===== src/rtl/resp_uart_pkg.sv =====
// Shared types and constants for the response UART transmitter.
package resp_uart_pkg;

  typedef enum logic {IDLE = 1'b0, SHIFT = 1'b1} tx_state_t;

  localparam int FRAME_BITS = 10;
  localparam logic IDLE_LEVEL = 1'b1;

endpackage


===== src/rtl/resp_fifo.sv =====
// Small synchronous FIFO with registered full/empty flags and a sticky overflow flag.
module resp_fifo
  import resp_uart_pkg::*;
#(
  parameter int DEPTH = 4,
  parameter int WIDTH = 8
) (
  input  logic             clk,
  input  logic             rst,
  input  logic             push,
  input  logic             pop,
  input  logic [WIDTH-1:0] din,
  output logic [WIDTH-1:0] dout,
  output logic             full,
  output logic             empty,
  output logic             ovf
);

  localparam int AW = (DEPTH > 1) ? $clog2(DEPTH) : 1;
  localparam int CW = $clog2(DEPTH + 1);
  localparam logic [CW-1:0] CNT_FULL = CW'(DEPTH);
  localparam logic [CW-1:0] CNT_ONE  = CW'(1);

  logic [WIDTH-1:0] mem [DEPTH];
  logic [AW-1:0]    wr_ptr, rd_ptr;
  logic [CW-1:0]    count, count_nxt;
  logic             wr_en, rd_en;

  // Decisions use the registered flags, so a push into an empty FIFO never pops that cycle.
  assign wr_en = push && !full;
  assign rd_en = pop && !empty;
  assign dout  = mem[rd_ptr];

  always_comb begin
    count_nxt = count;
    if (wr_en && !rd_en) count_nxt = count + CNT_ONE;
    else if (rd_en && !wr_en) count_nxt = count - CNT_ONE;
  end

  always_ff @(posedge clk) begin
    if (wr_en) mem[wr_ptr] <= din;
  end

  always_ff @(posedge clk) begin
    if (rst) begin
      wr_ptr <= '0;
      rd_ptr <= '0;
      count  <= '0;
      full   <= 1'b0;
      empty  <= 1'b1;
      ovf    <= 1'b0;
    end else begin
      if (wr_en) wr_ptr <= wr_ptr + AW'(1);
      if (rd_en) rd_ptr <= rd_ptr + AW'(1);
      count <= count_nxt;
      full  <= (count_nxt == CNT_FULL);
      empty <= (count_nxt == '0);
      if (push && full) ovf <= 1'b1;
    end
  end

endmodule


===== src/rtl/resp_uart_tx.sv =====
// 8N1 UART transmitter draining a byte FIFO; one idle-high cycle separates back-to-back frames.
module resp_uart_tx
  import resp_uart_pkg::*;
#(
  parameter int BAUD_DIV = 434,
  parameter int DEPTH    = 4
) (
  input  logic       clk,
  input  logic       rst,
  input  logic       send_resp,
  input  logic [7:0] resp_data,
  output logic       TX,
  output logic       full,
  output logic       empty,
  output logic       busy,
  output logic       tx_done,
  output logic       ovf
);

  localparam int BW = (BAUD_DIV > 1) ? $clog2(BAUD_DIV) : 1;
  localparam logic [BW-1:0] BAUD_LAST = BW'(BAUD_DIV - 1);
  localparam logic [3:0]    LAST_BIT  = 4'(FRAME_BITS - 1);

  tx_state_t             state, state_nxt;
  logic                  pop, bit_end, frame_end, tx_done_q;
  logic [7:0]            head;
  logic [BW-1:0]         baud_cnt;
  logic [3:0]            bit_cnt;
  logic [FRAME_BITS-1:0] shift_reg;

  resp_fifo #(.DEPTH(DEPTH), .WIDTH(8)) u_fifo (
    .clk   (clk),
    .rst   (rst),
    .push  (send_resp),
    .pop   (pop),
    .din   (resp_data),
    .dout  (head),
    .full  (full),
    .empty (empty),
    .ovf   (ovf)
  );

  always_comb begin
    state_nxt = state;
    pop       = 1'b0;
    frame_end = 1'b0;
    bit_end   = (baud_cnt == BAUD_LAST);
    unique case (state)
      IDLE: begin
        if (!empty) begin
          pop       = 1'b1;
          state_nxt = SHIFT;
        end
      end
      SHIFT: begin
        if (bit_end && bit_cnt == LAST_BIT) begin
          frame_end = 1'b1;
          state_nxt = IDLE;
        end
      end
      default: state_nxt = IDLE;
    endcase
  end

  always_ff @(posedge clk) begin
    if (rst) begin
      state     <= IDLE;
      tx_done_q <= 1'b0;
      baud_cnt  <= '0;
      bit_cnt   <= '0;
    end else begin
      state     <= state_nxt;
      tx_done_q <= frame_end;
      if (pop) begin
        baud_cnt <= '0;
        bit_cnt  <= '0;
      end else if (state == SHIFT) begin
        if (bit_end) begin
          baud_cnt <= '0;
          bit_cnt  <= bit_cnt + 4'd1;
        end else begin
          baud_cnt <= baud_cnt + BW'(1);
        end
      end
    end
  end

  // Frame is stop, data[7:0], start from MSB to LSB; shifting in ones keeps the line high at the end.
  always_ff @(posedge clk) begin
    if (pop) shift_reg <= {1'b1, head, 1'b0};
    else if (state == SHIFT && bit_end) shift_reg <= {1'b1, shift_reg[FRAME_BITS-1:1]};
  end

  assign busy    = (state == SHIFT);
  assign TX      = busy ? shift_reg[0] : IDLE_LEVEL;
  assign tx_done = tx_done_q && !rst;

endmodule


===== config.mk =====
export PLATFORM = sky130hd
export DESIGN_NAME = resp_uart_tx
export DESIGN_NICKNAME = d
export VERILOG_FILES = /design/src/rtl/resp_uart_pkg.sv /design/src/rtl/resp_fifo.sv /design/src/rtl/resp_uart_tx.sv
export SDC_FILE = /design/constraint.sdc
export NUM_CORES = 1
export LEC_CHECK = 0
export BUFFER_PORTS_ARGS = -buffer_cell sky130_fd_sc_hd__buf_2
export CAP_MARGIN = 20
export CORE_MARGIN = 5
export CORE_UTILIZATION = 35
export DETAILED_ROUTE_END_ITERATION = 7
export PLACE_DENSITY = 0.54
export RECOVER_POWER = 100
export SYNTH_ARGS = -nofsm -noshare
export SYNTH_HDL_FRONTEND = slang
export SYNTH_HIERARCHICAL = 1
export SYNTH_SLANG_ARGS = --single-unit

===== constraint.sdc =====
create_clock -name clk -period 3.7 [get_ports clk]
set_input_delay 0.74 -clock clk [delete_from_list [all_inputs] [get_ports clk]]
set_output_delay 0.74 -clock clk [all_outputs]
set_load 0.1 [all_outputs]

==> results.txt <==
- Number of diodes added for antenna fixing: 0
* Final setup fails: 0
* Total CTS buffers: 9
- Largest register FFs: 32
- Cell Rows: 33
- During I/O placement, the number of pins put on the boundary was 17.
* Combinational share of power: 21.4%
* Pin count of the biggest net entering global routing: 16
- Setup total negative slack on the finished layout was measured at 0 ps.
* Final critical-path setup slack: 893 ps
- The top cell type by area accounts for 40.5% of the synthesized area.
- Total number of H-tree levels: 3
- Worst-Skew Late Latency: 340 ps
* Sum of routed wire length over all layers: 5000 um
- Post-route antenna net violation count: 0
- Summed over all instances, the cell type with the most area after synthesis is sky130_fd_sc_hd__edfxtp_1.
- Clock-pin slew was measured on the worst setup and hold paths at 80 ps.
- The number of global-route vias before repair is 1670.
- Clock net sink count: 68
* Max Cap Viol: 0
- The Yosys step of the flow raised 6 warnings.
- The number of hold buffers added after CTS was 0.
- Data on the critical path is required at its endpoint by 2960 ps.
* Number of max-slew violations in the final report: 0
- At the worst endpoint, the arrival time is 2070 ps.
- Slew at the pin closest to its max-slew limit: 1170 ps
- For this block, the via count after detailed routing is 1665.
* Fraction of synthesis flops using an asynchronous set or reset pin: 0%
- Fraction of power spent switching nets: 32.6%
* # nets final: 257
* Overall global routing resource usage: 10.7%
- Total power divided by cell area: 631 nW/um^2
- The worst pin sits at a relative slew slack of 22.1%.
- Gates resized during post-CTS repair numbered 0.
- Once the floorplan was initialized, standard cells occupied 36.1% of the core.
* P_sw: 0.000669 W
- Per report_power, the clock group accounts for 30.9% of the total.
* Post-route non-filler standard cell count: 346
- Among the stages of the critical path, the cell type that occurs most often is sky130_fd_sc_hd__clkbuf_1.
- Cell internal power was estimated by the tool at 0.00138 W.
- Synth top cells by count: 40 x sky130_fd_sc_hd__edfxtp_1, 28 x sky130_fd_sc_hd__dfxtp_1, 15 x sky130_fd_sc_hd__nor2_1
- After synthesis, the netlist uses 47 different library cells.
- Measured along the y axis, the die boundary spans 102 um.
* TritonCTS clock tree: built
* Crit-path max cell delay: 870 ps
* Post-CTS setup buffer count: 0
- Counting flops and latches in the post-synthesis netlist gives 68.
- Synthesized area per cell: 13.6 sq um
* Outcome: complete, no violations
- Sum of buffers and inverters on the critical path: 2
* CP cell instances: clkbuf_1 -> nor2b_1 -> clkbuf_1
- Input and output buffers added on the ports amount to 16.
- Count of flip-flops with a built-in enable after synthesis: 40
- Global-route wire length before repair: 8410 um
- Cell area after technology mapping: 2970 sq um
- DR DRC count: 0
* First-iteration detailed-routing DRC count: 85
* Crit path kind: primary input to output port
- Share of cells above drive strength 1: 13.7%
- Antenna violations before repair: 0
* Cells after Synth: 218
- Portion of total power attributed to sequential cells: 47.7%
- Max Fclk: 0.356 GHz
- Dividing the detail-routed via count by the number of cells gives 4.81.
- Of all nets on the critical path, the largest fanout is 15.
- The clock passes through at most 2 buffers.
* Kind of capture point of the worst setup path: output port
- Compared with the post-synthesis result, the final layout area differs by 9.62%.
- Gr ovfl total: 0
- After layout, the worst path uses 75.9% of the clock period.
- The first TritonRoute pass finished after 4 iterations.
* Leakage power: 1.09 nW
* Cell Count Post-Placement: 330
- Clock skew: 7.99 ps
- The cell sitting at the root of the clock tree is a sky130_fd_sc_hd__clkbuf_8.
- Critical-path cell with the highest stage delay: sky130_fd_sc_hd__clkbuf_1
* Worst IR Drop VDD: 0.000241 V
- The most common cell in the synthesized netlist is sky130_fd_sc_hd__edfxtp_1.
- The total area inside the core boundary comes to 8220 sq um.
- Top FF cell, synth: sky130_fd_sc_hd__edfxtp_1
* Portion of the post-synthesis area used by sequential elements: 59.4%
* Worst hold slack across all endpoints: 470 ps
- Startpoint Class: primary input
* Pre-CTS worst setup slack: 1460 ps
* Layout fillers: 792
- Type of the tightest min-delay check: flop to flop
- Number of nets in the synthesized netlist: 239
* Final-report hold violation count: 0
- Setup repair after global routing left no endpoint under its margin.
- The die is 102 um wide.
- Cell type group with the largest total delay on the critical path: buffers and inverters
- Detailed-placement wirelength estimate: 3330 um
* RePlAce Congestion: 0.744
- Area of the die: 10400 sq um
- Largest cells by area after synthesis: sky130_fd_sc_hd__edfxtp_1 41%, sky130_fd_sc_hd__dfxtp_1 19%, sky130_fd_sc_hd__mux4_2 6.1%
- Routed wire length per instance: 14.5 um
- Final critical-path required period: 2810 ps
worst min-delay path, cell delays in order (launching register included):
cell and delay, ps:
sky130_fd_sc_hd__dfxtp_1 320, sky130_fd_sc_hd__nand2_1 50, sky130_fd_sc_hd__mux2i_1 50
layout by cell type, fill, tap and decap left out, types with 5 or more instances in the layout:
| cell type | n |
|---|---|
| sky130_fd_sc_hd__nor2_1 | 15 |
| sky130_fd_sc_hd__clkbuf_8 | 9 |
| sky130_fd_sc_hd__a22o_1 | 7 |
| sky130_fd_sc_hd__dfxtp_1 | 28 |
| sky130_fd_sc_hd__inv_1 | 9 |
| sky130_fd_sc_hd__ha_1 | 10 |
| sky130_fd_sc_hd__mux4_2 | 8 |
| sky130_fd_sc_hd__nand2_1 | 12 |
| sky130_fd_sc_hd__edfxtp_1 | 40 |
| sky130_fd_sc_hd__xnor2_1 | 5 |
| sky130_fd_sc_hd__clkbuf_1 | 16 |
| sky130_fd_sc_hd__o21ai_0 | 5 |
| sky130_fd_sc_hd__nand2b_1 | 7 |
| sky130_fd_sc_hd__a21oi_1 | 9 |
worst paths after layout:
| kind | startpoint | end | slack, ps | depth (start not counted) |
|---|---|---|---|---|
| min reg2reg | bit_cnt[3]$_SDFFE_PP0P_ | bit_cnt[3]$_SDFFE_PP0P_ | 470 | 2 |
| min | bit_cnt[3]$_SDFFE_PP0P_ | bit_cnt[3]$_SDFFE_PP0P_ | 470 | 2 |
| max | rst | tx_done | 890 | 3 |
| max reg2reg | busy$_SDFF_PP0_ | u_fifo/empty$_SDFF_PP1_ | 1100 | 5 |
cell families after synthesis:
| group | Yosys count | share of synthesized area, % |
|---|---|---|
| simple gates | 70 | 14.6 |
| fa+ha+maj | 10 | 4.22 |
| xor+xnor | 9 | 2.91 |
| buf+inv | 18 | 3.25 |
| compound gates | 30 | 7.76 |
| mux | 13 | 7.81 |
| flops | 68 | 59.4 |
routing by layer:
layer / global-route usage [%] / wire length (um)
met4: 5.15 / 115
met2: 16.2 / 2340
met5: 0 / 0
met3: 3.62 / 166
met1: 13.8 / 2380
cell type report:
class | count | area (sq um) | area share, %
well taps | 105 | 131 | 4.04
clock buffers | 9 | 124 | 3.81
repair buffers | 16 | 60.1 | 1.85
multi-input cells | 132 | 1060 | 32.6
flip-flops and latches | 68 | 1760 | 54.2
inverters | 9 | 33.8 | 1.04
clock inverters | 7 | 81.3 | 2.50
per-stage QoR:
stage	utilization [%]	total power (W)	instance area, sq um
floorplan	-	0.00138	2970
global placement	37.9	0.00146	3110
detailed placement	37.9	0.00147	3110
CTS	40.4	0.00212	3320
global route	39.6	0.00217	3250
finish	39.6	0.00205	3250
power by group through the flow:
| stage | Combinational [W] | Sequential (W) | Clock [W] |
|---|---|---|---|
| finish | 0.000439 | 0.000977 | 0.000634 |
| global route | 0.000482 | 0.000994 | 0.000695 |
| CTS | 0.000472 | 0.000983 | 0.000662 |
| detailed placement | 0.000470 | 0.00100 | 0 |
| global placement | 0.000464 | 0.000998 | 0 |
| floorplan | 0.000341 | 0.00104 | 0 |
No activity file was read; power rests on OpenSTA's default activity.
